**config.mk**
```make
export PLATFORM = sky130hd
export DESIGN_NAME = systolic_out_collector_flat
export DESIGN_NICKNAME = d
export VERILOG_FILES = /design/src/rtl/systolic_out_collector_if.sv /design/src/rtl/systolic_out_collector.sv /design/src/flat_wrapper.sv
export SDC_FILE = /design/constraint.sdc
export NUM_CORES = 1
export LEC_CHECK = 0
export ABC_CLOCK_PERIOD_IN_PS = 13850
export CORE_UTILIZATION = 60
export DETAILED_ROUTE_END_ITERATION = 8
export DONT_BUFFER_PORTS = 1
export GPL_TIMING_DRIVEN = 0
export PLACE_DENSITY_LB_ADDON = 0.12
export SLEW_MARGIN = 10
export SYNTH_ARGS = -nofsm -noshare
export SYNTH_HDL_FRONTEND = slang
export SYNTH_SLANG_ARGS = --single-unit
```
**constraint.sdc**
```tcl
create_clock -name clk -period 13.85 [get_ports clk]
set_clock_uncertainty 0.1 [all_clocks]
set_input_delay 3.4625 -clock clk [delete_from_list [all_inputs] [get_ports clk]]
set_output_delay 3.4625 -clock clk [all_outputs]
set_load 0.1 [all_outputs]
```
**src/rtl/systolic_out_collector_if.sv**
```systemverilog
// systolic_out_collector_if: column-result input and aligned-row valid/ready output bundle
interface systolic_out_collector_if #(
  parameter int AK_BW  = 20,
  parameter int COLS   = 5,
  parameter int CNT_BW = 16
);
  logic [AK_BW*COLS-1:0] i_acc_kernel;
  logic                  i_vld;
  logic                  i_clr;
  logic [AK_BW*COLS-1:0] o_data;
  logic                  o_vld;
  logic                  i_rdy;
  logic                  o_full;
  logic                  o_ovf;
  logic [CNT_BW-1:0]     o_row_cnt;
  modport master (
    output i_acc_kernel, i_vld, i_clr, i_rdy,
    input  o_data, o_vld, o_full, o_ovf, o_row_cnt
  );
  modport slave (
    input  i_acc_kernel, i_vld, i_clr, i_rdy,
    output o_data, o_vld, o_full, o_ovf, o_row_cnt
  );
endinterface

```
**src/rtl/systolic_out_collector.sv**
```systemverilog
// systolic_out_collector: deskews skewed systolic column results into rows and buffers them in a FIFO
module systolic_out_collector #(
  parameter int AK_BW  = 20,
  parameter int COLS   = 5,
  parameter int DEPTH  = 4,
  parameter int CNT_BW = 16
) (
  input logic clk,
  input logic rst,
  systolic_out_collector_if.slave bus
);
  localparam int W  = AK_BW * COLS;
  localparam int PW = $clog2(DEPTH);
  logic [COLS-1:1] vsr;
  logic            wr;
  logic [W-1:0]    row;
  logic [W-1:0]    mem [DEPTH];
  logic [PW-1:0]   wr_ptr, rd_ptr;
  logic [PW:0]     cnt;
  logic            full, pop, push;
  logic            ovf;
  logic [CNT_BW-1:0] row_cnt;
  always_ff @(posedge clk)
    vsr <= rst ? '0 : {vsr[COLS-2:1], bus.i_vld};
  assign wr = vsr[COLS-1];
  // column c waits COLS-1-c cycles so every column lands with the last one
  for (genvar c = 0; c < COLS; c++) begin : g_col
    if (c == COLS - 1) begin : g_direct
      assign row[(c+1)*AK_BW-1 -: AK_BW] = bus.i_acc_kernel[(c+1)*AK_BW-1 -: AK_BW];
    end else begin : g_dly
      logic [AK_BW-1:0] d [COLS-1-c];
      always_ff @(posedge clk) begin
        if (rst) begin
          for (int k = 0; k < COLS - 1 - c; k++) d[k] <= '0;
        end else begin
          d[0] <= bus.i_acc_kernel[(c+1)*AK_BW-1 -: AK_BW];
          for (int k = 1; k < COLS - 1 - c; k++) d[k] <= d[k-1];
        end
      end
      assign row[(c+1)*AK_BW-1 -: AK_BW] = d[COLS-2-c];
    end
  end
  assign full = cnt == (PW+1)'(DEPTH);
  assign pop  = bus.o_vld & bus.i_rdy;
  assign push = wr & (!full | pop);
  always_ff @(posedge clk)
    if (push) mem[wr_ptr] <= row;
  always_ff @(posedge clk) begin
    if (rst) begin
      wr_ptr  <= '0;
      rd_ptr  <= '0;
      cnt     <= '0;
      ovf     <= 1'b0;
      row_cnt <= '0;
    end else begin
      wr_ptr  <= wr_ptr + PW'(push);
      rd_ptr  <= rd_ptr + PW'(pop);
      cnt     <= cnt + (PW+1)'(push) - (PW+1)'(pop);
      // a drop in the same cycle as a clear keeps the flag set
      ovf     <= (wr & full & !pop) | (ovf & !bus.i_clr);
      row_cnt <= (bus.i_clr ? '0 : row_cnt) + CNT_BW'(push);
    end
  end
  assign bus.o_vld     = cnt != '0;
  assign bus.o_data    = bus.o_vld ? mem[rd_ptr] : '0;
  assign bus.o_full    = full;
  assign bus.o_ovf     = ovf;
  assign bus.o_row_cnt = row_cnt;
endmodule

```
**src/flat_wrapper.sv**
```systemverilog
// flat-port wrapper written by rule: the top's interface ports become plain ports
module systolic_out_collector_flat 
#(
  parameter int AK_BW  = 20,
  parameter int COLS   = 5,
  parameter int DEPTH  = 4,
  parameter int CNT_BW = 16
)
  (clk, rst, bus_i_acc_kernel, bus_i_vld, bus_i_clr, bus_i_rdy, bus_o_data, bus_o_vld, bus_o_full, bus_o_ovf, bus_o_row_cnt);
  systolic_out_collector_if #(.AK_BW(AK_BW), .COLS(COLS), .CNT_BW(CNT_BW)) bus_i ();
  input logic clk;
  input logic rst;
  input wire logic [$bits(bus_i.i_acc_kernel)-1:0] bus_i_acc_kernel;
  input wire logic [$bits(bus_i.i_vld)-1:0] bus_i_vld;
  input wire logic [$bits(bus_i.i_clr)-1:0] bus_i_clr;
  input wire logic [$bits(bus_i.i_rdy)-1:0] bus_i_rdy;
  output wire logic [$bits(bus_i.o_data)-1:0] bus_o_data;
  output wire logic [$bits(bus_i.o_vld)-1:0] bus_o_vld;
  output wire logic [$bits(bus_i.o_full)-1:0] bus_o_full;
  output wire logic [$bits(bus_i.o_ovf)-1:0] bus_o_ovf;
  output wire logic [$bits(bus_i.o_row_cnt)-1:0] bus_o_row_cnt;
  assign bus_i.i_acc_kernel = bus_i_acc_kernel;
  assign bus_i.i_vld = bus_i_vld;
  assign bus_i.i_clr = bus_i_clr;
  assign bus_i.i_rdy = bus_i_rdy;
  assign bus_o_data = bus_i.o_data;
  assign bus_o_vld = bus_i.o_vld;
  assign bus_o_full = bus_i.o_full;
  assign bus_o_ovf = bus_i.o_ovf;
  assign bus_o_row_cnt = bus_i.o_row_cnt;
  systolic_out_collector #(.AK_BW(AK_BW), .COLS(COLS), .DEPTH(DEPTH), .CNT_BW(CNT_BW)) u_core (.clk(clk), .rst(rst), .bus(bus_i));
endmodule
```
# ---- Word-level counts from Yosys, hierarchy flattened
# Memory sizes are Yosys's and may differ from the RTL's. A register that Yosys moved wholly into a read port is not among the register bits.
# Index checks and enable logic that the tools add are counted.
dict set report word_totals {
  ff_bits 28
  ram_bits 600
  in_bits 105
  out_inout_bits 119
  word_cells 57
  mem_count 5
}
# name depth width rd rd_ports_with_merged_regs wr line
set mem_list {}
lappend mem_list {u_core.mem 4 100 1 1 1 systolic_out_collector.sv:17} ;# logic [W-1:0] mem [DEPTH];
lappend mem_list {{u_core.g_col[0].g_dly.d} 4 20 4 0 4 systolic_out_collector.sv:31} ;# logic [AK_BW-1:0] d [COLS-1-c];
lappend mem_list {{u_core.g_col[1].g_dly.d} 3 20 3 0 3 systolic_out_collector.sv:31}
lappend mem_list {{u_core.g_col[2].g_dly.d} 2 20 2 0 2 systolic_out_collector.sv:31}
lappend mem_list {{u_core.g_col[3].g_dly.d} 1 20 1 0 1 systolic_out_collector.sv:31}
dict set report op_classes {
  add_sub_neg 5
  n_eq_ne 1
  muxes 19
  bitwise 16
  reduce_logical 5
}
# cell count
set ops {}
lappend ops {{$mux W20} 10}
lappend ops {{$mux W100} 1}
lappend ops {{$reduce_or A20 Y1} 1}
lappend ops {{$add A16 B1 Y16} 1}
lappend ops {{$mux W16} 1}
lappend ops {{$or A1 B1 Y1} 11}
lappend ops {{$mux W1} 6}
lappend ops {{$and A1 B1 Y1} 5}
lappend ops {{$add A2 B1 Y2} 2}
lappend ops {{$add A3 B1 Y3} 1}
lappend ops {{$eq A3 B3 Y1 const B} 1}
lappend ops {{$logic_not A1 Y1} 3}
lappend ops {{$reduce_bool A3 Y1} 1}
lappend ops {{$sub A3 B1 Y3} 1}
lappend ops {{$mux W2} 1}

# ---- Logic depth before layout (Yosys ltp)
# Gate-level depths: netlist (run 1).
dict set report depth {
  ltp_word 6
  mapped_depth 9
}

# ---- Worst setup path before layout (run 1)
# Ideal clock, no wire load.
dict set report synth_timing {
  kind {input-to-reg}
  startpoint {input port bus_i_rdy}
  endpoint {memory u_core.mem[2][0] (netlist bit) (enable)}
  setup_time_ns 0.702
  arrival_ns 11.014
  required_time_ns 13.048
  slack_ns 2.033
  stages 3
  path_buffers 0
  path_cell_list {or4b_4 > nand2_1 > nor3b_1}
}
dict set report synth_via {
  elab_chain_cells 5
}
# item line
set synth_lines {}
lappend synth_lines {{start, declared} flat_wrapper.sv:16} ;# input wire logic [$bits(bus_i.i_rdy)-1:0] bus_i_rdy;
lappend synth_lines {{$and A1 B1 Y1} systolic_out_collector.sv:44} ;# assign pop = bus.o_vld & bus.i_rdy;
lappend synth_lines {{$or A1 B1 Y1} systolic_out_collector.sv:45} ;# assign push = wr & (!full | pop);
lappend synth_lines {{$and A1 B1 Y1} systolic_out_collector.sv:45}
lappend synth_lines {{$mux W1} systolic_out_collector.sv:47} ;# if (push) mem[wr_ptr] <= row;
lappend synth_lines {{$mux W1 (not written as such)} systolic_out_collector.sv:47}
lappend synth_lines {{end, declared} systolic_out_collector.sv:17}
# No other way between the ends.

# ---- Worst setup path in the final report (run 1)
dict set report layout_timing {
  startpoint {register u_core.cnt[1]}
  endpoint {output port bus_o_data[61]}
}
dict set report layout_via {
  elab_chain_cells 2
}
# item line
set layout_lines {}
lappend layout_lines {{start, declared} systolic_out_collector.sv:19} ;# logic [PW:0] cnt;
lappend layout_lines {{start signal, assigned} systolic_out_collector.sv:58} ;# cnt <= cnt + (PW+1)'(push) - (PW+1)'(pop);
lappend layout_lines {{$reduce_bool A3 Y1} systolic_out_collector.sv:64} ;# assign bus.o_vld = cnt != '0;
lappend layout_lines {{$mux W100} systolic_out_collector.sv:65} ;# assign bus.o_data = bus.o_vld ? mem[rd_ptr] : '0;
lappend layout_lines {{end, declared} flat_wrapper.sv:17} ;# output wire logic [$bits(bus_i.o_data)-1:0] bus_o_data;
# No other way between the ends.

==> results of run 1 <==
cell families after synthesis:
kind of cell	after synthesis	synth area share (%)
simple gates	367	10.5
compound gates	11	0.340
buf+inv	66	1.57
flops	628	76.3
mux	101	10.4
fa+ha+maj	5	0.322
xor+xnor	15	0.604
critical path, cell delays in order, from the launching register on:
cell                       delay (ns)
sky130_fd_sc_hd__dfxtp_1         0.45
sky130_fd_sc_hd__or3_1           0.45
sky130_fd_sc_hd__clkbuf_1        0.68
sky130_fd_sc_hd__clkbuf_1        0.44
sky130_fd_sc_hd__and2_1          0.92
stage by stage:
stage / std cells / hold WS (ns)
after global placement: 1654 / 0.316
after global routing: 1794 / 0.345
after CTS: 1793 / 0.335
after floorplan: 1193 / 0.314
final: 1795 / 0.331
after detailed placement: 1686 / 0.320
layer usage:
layer	up-vias	GRT usage [%]
li1	4567	-
met1	4848	26.0
met2	280	34.7
met3	62	5.82
met4	4	8.03
met5	-	0
path summary, 6_finish.rpt:
kind                                                     start                        endpoint  slack, ns
worst max-delay path                             u_core.cnt[1]                  bus_o_data[61]       6.73
worst min-delay path            u_core.g_col[2].g_dly.d[0][13]  u_core.g_col[2].g_dly.d[0][33]       0.33
worst max register to register                   u_core.cnt[1]                   u_core.cnt[2]      10.72
worst min register to register  u_core.g_col[2].g_dly.d[0][13]  u_core.g_col[2].g_dly.d[0][33]       0.33
layout make-up:
type                    instances  area [um^2]
well taps                     461          577
clock inverters                18          143
inverters                       7         26.3
clock buffers                  89         1760
diodes                          2         5.00
flip-flops and latches        628        16600
multi-input cells             499         4850
plain buffers                  59          317
fillers                      2294        10900
repair buffers                 32          430
state kept, by name, indices dropped and copies added (netlist names):
signal                flops
u_core.bus.o_ovf          1
u_core.bus.o_row_cnt     16
u_core.cnt                3
u_core.g_col.g_dly.d    200
u_core.mem              400
u_core.rd_ptr             2
u_core.vsr                4
u_core.wr_ptr             2
cells in the mapped netlist, types with 2 or more instances:
library cell	instances	area share, %
sky130_fd_sc_hd__a21oi_1	5	0.12
sky130_fd_sc_hd__and2_1	101	2.9
sky130_fd_sc_hd__and3_1	2	0.058
sky130_fd_sc_hd__buf_2	9	0.21
sky130_fd_sc_hd__buf_4	2	0.069
sky130_fd_sc_hd__buf_6	10	0.52
sky130_fd_sc_hd__clkbuf_1	38	0.66
sky130_fd_sc_hd__dfxtp_1	228	21
sky130_fd_sc_hd__edfxtp_1	400	55
sky130_fd_sc_hd__ha_1	4	0.23
sky130_fd_sc_hd__inv_1	6	0.10
sky130_fd_sc_hd__mux4_2	100	10
sky130_fd_sc_hd__nand2_1	5	0.086
sky130_fd_sc_hd__nand2b_1	2	0.058
sky130_fd_sc_hd__nand3_1	8	0.18
sky130_fd_sc_hd__nand4_1	3	0.086
sky130_fd_sc_hd__nor2_1	19	0.33
sky130_fd_sc_hd__nor2b_1	210	6.0
sky130_fd_sc_hd__nor3_1	4	0.092
sky130_fd_sc_hd__nor3b_1	2	0.069
sky130_fd_sc_hd__nor4_1	2	0.058
sky130_fd_sc_hd__or3_1	2	0.058
sky130_fd_sc_hd__xnor2_1	10	0.40
sky130_fd_sc_hd__xor2_1	5	0.20
power breakdown:
| part | switching, mW | total (mW) | internal, mW |
|---|---|---|---|
| Combinational | 1.66 | 1.98 | 0.325 |
| Sequential | 0.0181 | 2.03 | 2.02 |
| Clock | 0.637 | 1.54 | 0.907 |
==> impl.org, run 1 <==
** Final layout
- Number of nets in the layout :: about 1400
- Of the cells placed in the final design, the portion with a size suffix greater than 1 is between 10% and 20%.
- The library cell used most frequently in the layout, excluding fill and tap cells, is sky130_fd_sc_hd__edfxtp_1.
- The finished cells cover roughly 25000 um^2.
- Leaving out fill and tap cells, the most frequent cells in the layout are sky130_fd_sc_hd__edfxtp_1 (400), sky130_fd_sc_hd__dfxtp_1 (228), sky130_fd_sc_hd__nor2b_1 (210), sky130_fd_sc_hd__and2_1 (101), sky130_fd_sc_hd__mux4_2 (100).
- Post-route core utilization :: 69.4%
- From synthesis to final layout, the design area changed by 13.5%.

** Synth
- Most used DFF post-synth :: sky130_fd_sc_hd__edfxtp_1
- Synthesized cell area :: around 22000 um^2
- For this run, the number of Yosys warnings is 0.
- Synthesis produced a netlist whose cell count is roughly 1200.
- Post-synth ARST share :: 0%
- Dividing the synthesized area by the synthesized cell count gives 18.2 um^2.
- Sequential-to-total area share from yosys stat :: about three quarters
- Yosys mapped a number of flops with a built-in enable equal to 400.
- Counting flops and latches in the post-synthesis netlist gives 628.
- Post-synth net total :: 1303
- The netlist uses 40 different library cells.

** Timing
- After routing, the total negative slack on setup checks comes to 0 ns.
- The number of pins exceeding their max-slew limit in the final report is 0.
- Setup repair after global routing left no endpoint under its margin.
- Setup violations remaining at the end of the flow were counted as 0.
- At the pin with the least slew margin, the transition time is roughly 1.2 ns.
- After layout, the worst setup slack is between 6 and 7 ns.
- Max Clk Rate :: between 100 and 150 MHz
- Fin crit share :: between 50% and 60%
- Shortest period the worst path allows :: about 7.1 ns
- The final hold violation count is 0.
- The worst pin sits at a relative slew slack of a little over a fifth.

** Status
- Result of the run :: finished, final reports clean

** Floorplan
- Y dimension of the die :: between 150 and 200 um
- The floorplan step defined a core boundary enclosing 35600 um^2.
- The initial utilization of the core area, before any placement, comes to 61.1%.
- From left edge to right edge, the die measures 192 um.
- Number of cell rows :: 69
- IO Count :: about 220
- The floorplan step defined a die boundary enclosing ~37000 um^2.

** Routing
- Number of detailed-route iterations in the first pass :: 5
- Post-Route WL :: approximately 37000 um
- After detailed routing, the average wire length per cell comes to around 21 um.
- In this run the top signal layer used is met5.
- Via count :: 9761
- After the first detailed-routing iteration, the DRC count stood at roughly 500.
- Routed vias/inst :: around 5.4
- Post-Route M1 WL :: 15100 um
- In the detailed route, the total length drawn on met2 is ~19000 um.
- In this run the remaining antenna-violating nets after routing total 0.
- For this run, design rule violations remaining after detail routing come to 0.
- Met3 Routed Length :: ~2700 um

** Placement
- Final Wtd Congestion :: roughly 0.81
- During placement, the flow inserted port buffers numbering 0.
- Worst Setup Slack post-DPL :: around 7.3 ns
- The wire-length estimate of the detail-placed layout is 25100 um.
- Placed inst area :: around 23000 um^2

** Global routing
- Global Route Usage Sum :: between 20% and 30%
- Grt ovf :: 0
- Entering global routing, the biggest net connects 46 pins.
- The via count of the first global-routing pass was 9764.
- Wire length of the first global-routing pass :: around 56000 um
- The number of antenna violations at the first check in global routing was 4.

** Clock tree
- Buffers inserted to repair hold after CTS numbered 0.
- The number of gates resized after CTS was 0.
- TritonCTS built the clock tree.
- Buffers inserted during clock tree synthesis total 57.
- For this design, the sink count on the clock tree is ~630.
- Clock slew seen by the registers of the worst setup and hold paths :: 0.07 ns
- The tree is rooted in a sky130_fd_sc_hd__clkbuf_16.
- Insertion delay of the later-clocked pin in the worst-skew pair :: roughly 0.59 ns
- Counting along the longest clock path gives a buffer depth of 3.
- Number of post-CTS setup repair buffers :: 0
- Deepest level of the CTS H-tree :: 2

** Critical path
- Data on the critical path is required at its endpoint by ~10 ns.
- Critical Path Fanout Max :: 10
- CP arrival :: about 3.6 ns
- Category of the most critical setup path :: reg2out
- The worst setup path is captured at a primary output.
- Reg2reg path depth :: 8
- Worst setup SP type :: flop

** Flow run
- Max-cap violations in this run came to 0.

** Power
- IR analysis of the VDD net gives a maximum drop of ~0.00019 V.
- In this run the static leakage power is around 8.3 nW.
- The completed layout was analyzed and its total power is between 5 and 6 mW.
- Power per Cell Area :: roughly 230 nW/um^2

** Worst hold path
- Instance count along the most critical hold path :: 1
- Tightest Hold Check Type :: reg2reg
No activity file was read; power rests on OpenSTA's default activity.
==> inputs of run 2 (changes only) <==
Settings changed: ABC_AREA set to 1, ABC_CLOCK_PERIOD_IN_PS 13850 to 6900.
Clock period 13.85 ns to 6.9 ns, I/O delays scaled along.
==> run 2 against run 1 <==
Against the previous run:
- design area increased by 5.4%
- highest routed layer is now met4
- non-clock buffer count is 45 higher
- die area is 3.6% higher
- first-iteration DRC count increased by 90%
- synthesized cell count is 68% higher
- global-route usage rose by 4.8 points
- sequential cell count did not move
- worst hold slack got worse by 0.030 ns
==> impl.org, run 2 <==
** Critical path
- CP max stage delay :: 0.98 ns
- Startpoint of the worst register-to-register path :: u_core.cnt[1]
- Worst R2R Setup Slack :: ~3.5 ns
- Category of the most critical setup path :: reg2out
- The worst setup path is captured at a primary output.
- Critical Path Fanout Max :: 10
- The worst setup path is launched from a flop.
- Critical path cell sequence :: nor2_1 > nand2_1 > inv_1 > buf_2 > buf_2 > a21oi_2
- Critical Path Start :: u_core.cnt[1]
- Required arrival time at the worst endpoint :: between 5 and 6 ns
- Slowest stage cell on the critical path :: sky130_fd_sc_hd__a21oi_2
- Top cell family by delay on the critical path :: compound AO/OA/AOI/OAI gates
- Data arrives at the worst endpoint at ~3.6 ns.
- CP Buf/Inv Count :: 3
- Among the stages of the critical path, the cell type that occurs most often is sky130_fd_sc_hd__buf_2.

** Synth
- Sequential-to-total area share from yosys stat :: 73.6%
- A synthesized cell averages about 11 um^2.
- The mapped netlist covers between 20000 and 25000 um^2.
- The number of nets in the synthesized netlist is 2120.
- Number of warnings printed during yosys synthesis :: 0
- Leading post-synthesis cells by instance count :: sky130_fd_sc_hd__nor2_1 (640), sky130_fd_sc_hd__edfxtp_1 (400), sky130_fd_sc_hd__inv_1 (240)
- Post-synth EDFFs :: 400
- Largest cells by area after synthesis :: sky130_fd_sc_hd__edfxtp_1 (53%), sky130_fd_sc_hd__dfxtp_1 (20%), sky130_fd_sc_hd__nor2_1 (11%)
- In the synthesized netlist the async set-or-reset flop fraction comes to 0%.
- Yosys top cell area share :: 53.3%
- Synthesis produced a netlist whose cell count is around 2000.
- Counting distinct cell types in the post-synthesis netlist gives 27.
- Cell type with the highest aggregate area in the netlist :: sky130_fd_sc_hd__edfxtp_1
- Among all cell types in the netlist, the one instantiated most often is sky130_fd_sc_hd__nor2_1.
- Flip-flop and latch count after synthesis :: 628
- The most used flip-flop cell after synthesis is sky130_fd_sc_hd__edfxtp_1.

** Floorplan
- After floorplanning, the core was sized to cover 36800 um^2.
- Initial Util :: between 60% and 70%
- Die area :: roughly 38000 um^2
- Number of cell rows :: 70
- For this design the top-level I/O count stands at about 220.
- The die is 196 um wide.
- Y dimension of the die :: ~200 um

** Timing
- The clock period could shrink to 5.42 ns.
- The final critical path takes up approximately four fifths of the cycle.
- Derived from the worst setup path, the maximum achievable clock frequency is approximately 180 MHz.
- Setup violations remaining at the end of the flow were counted as 0.
- The final hold violation count was 0.
- Final number of max-transition violations :: 0
- Setup repair after global routing left no endpoint under its margin.
- Headroom to the max-slew limit came out at between 10% and 20%.
- Pin slew with the least headroom to its limit :: ~1.3 ns

** Clock tree
- At the later pin of the worst-skew pair, clock insertion delay measures 0.59 ns.
- Number of buffers on the longest clock path :: 3
- For this design, the sink count on the clock tree is between 600 and 700.
- Clock slew seen by the registers of the worst setup and hold paths :: 0.06 ns
- The number of hold buffers added after CTS was 0.
- CTS tree :: built
- The number of gates resized after CTS was 0.
- Root buf cell :: sky130_fd_sc_hd__clkbuf_16
- In this run the number of H-tree levels came out at 2.
- After clock tree synthesis, the setup repair step added 0 buffers.
- The number of clock buffers added by TritonCTS is 57.

** Global routing
- Entering global routing, the biggest net connects 26 pins.
- The total overflow left after global routing is 0.
- The first global-routing pass estimated between 70000 and 80000 um of wire.
- The number of antenna violations at the first check in global routing came to 1.
- Global routing used 25.7% of the available tracks.
- The via count of the first global-routing pass was about 14000.

** Placement
- Final Wtd Congestion :: slightly above 0.8
- Count of buffers from port buffering :: 0
- Post-DP HPWL :: 31200 um
- Placed inst area :: 23900 um^2

** Final layout
- The register with the most flip-flops in the final layout is u_core.mem.
- Highest-count cells in the layout ignoring fill and taps :: sky130_fd_sc_hd__nor2_1 (638), sky130_fd_sc_hd__edfxtp_1 (400), sky130_fd_sc_hd__inv_1 (240), sky130_fd_sc_hd__dfxtp_1 (228), sky130_fd_sc_hd__o21ai_0 (171)
- Summing all flip-flop and latch instances after layout gives roughly 17000 um^2.
- In the final layout, the share of cells above drive strength 1 is 14.8%.
- Area of the multi-input gates :: ~4900 um^2
- Area growth from synthesis to final layout :: 15.6%
- After routing the design area is around 26000 um^2.
- Number of nets in the layout :: roughly 2200
- The register with the most flip-flops in the layout has 400 of them.
- The library cell used most frequently in the layout, excluding fill and tap cells, is sky130_fd_sc_hd__nor2_1.
- The filler cells instantiated in the layout total about 2600.

** Routing
- Before antenna repair, the detailed router went through 5 iterations.
- Final ANT Viol Nets :: 0
- Number of DRC markers in iteration 0 :: 922
- Dividing the detail-routed via count by the number of cells gives roughly 5.3.
- DRC violation count after routing :: 0
- After detailed routing, the total wire length is a little under 50000 um.
- After detailed routing, the average wire length per cell comes to 18.6 um.
- Via count :: roughly 14000

** Worst hold path
- The startpoint identified for the worst hold timing path is u_core.g_col[0].g_dly.d[1][2].
- The worst hold path belongs to the class reg2reg.

** Flow run
- The tool flagged a number of max-cap violations equal to 0.

** Status
- The flow ran to the end, and the final reports show no timing, DRC or antenna violations.
[run 2: changes by cell type in the layout (fill, tap and decap cells not counted), moves of 25 or more]
cell                      change
sky130_fd_sc_hd__o21ai_1     +38
sky130_fd_sc_hd__buf_2       +30
sky130_fd_sc_hd__mux4_2     -100
sky130_fd_sc_hd__nor2b_1    -210
sky130_fd_sc_hd__a21oi_2     +93
sky130_fd_sc_hd__inv_1      +234
sky130_fd_sc_hd__o21ai_0    +170
sky130_fd_sc_hd__and2_1     -101
sky130_fd_sc_hd__nor2_1     +620
sky130_fd_sc_hd__nand2_1     +25
[run 2: final timing paths]
path,endpoint,depth (start not counted)
max,bus_o_data[8],6
max reg2reg,u_core.cnt[2],12
min reg2reg,u_core.g_col[0].g_dly.d[2][2],2
min,u_core.g_col[0].g_dly.d[2][2],2
[run 2: metal layers]
metal	track usage, %	part of all wire, %	vias up
met3	5.52	6.8	84
met2	43.0	49	439
li1	-	-	6713
met4	9.46	2.9	0
met5	0	0	-
met1	33.2	42	6611
[run 2: metrics by stage]
step	TNS [ns]	utilization [%]	setup slack (ns)	hold slack, ns	std cells
after global routing	0	70.7	1.34	0.308	2618
after detailed placement	0	65.0	2.12	0.293	2511
after floorplan	-531.37	-	-2.59	0.288	2010
after global placement	-2331.36	62.8	-8.10	0.289	2478
after CTS	0	70.6	1.48	0.301	2617
final	0	70.7	1.48	0.301	2618
[run 2: cells by family after synthesis]
| group | Yosys count | share of synthesized area [%] |
|---|---|---|
| compound gates | 324 | 7.21 |
| simple gates | 705 | 12.2 |
| fa+ha+maj | 5 | 0.311 |
| xor+xnor | 2 | 0.0778 |
| flops | 628 | 73.6 |
| buf+inv | 346 | 6.60 |
[run 2: tightest hold or removal path: cells and delay by family (launching register included)]
| family | cells | cell delay (ns) |
|---|---|---|
| and+or+nand+nor | 1 | 0.03 |
| buffers and inverters | 1 | 0.04 |
| DFF | 1 | 0.29 |
[run 2: cell type report]
class	instances	share of cell area (%)
diodes	1	0.00962
plain buffers	103	2.21
clock buffers	81	6.88
clock inverters	25	1.02
inverters	243	3.51
multi-input cells	1036	18.9
flip-flops and latches	628	63.7
well taps	468	2.25
repair buffers	33	1.54
Power of run 2 is not shown: default switching activity piles up to over one toggle a cycle in this logic, so the estimate is an artifact.
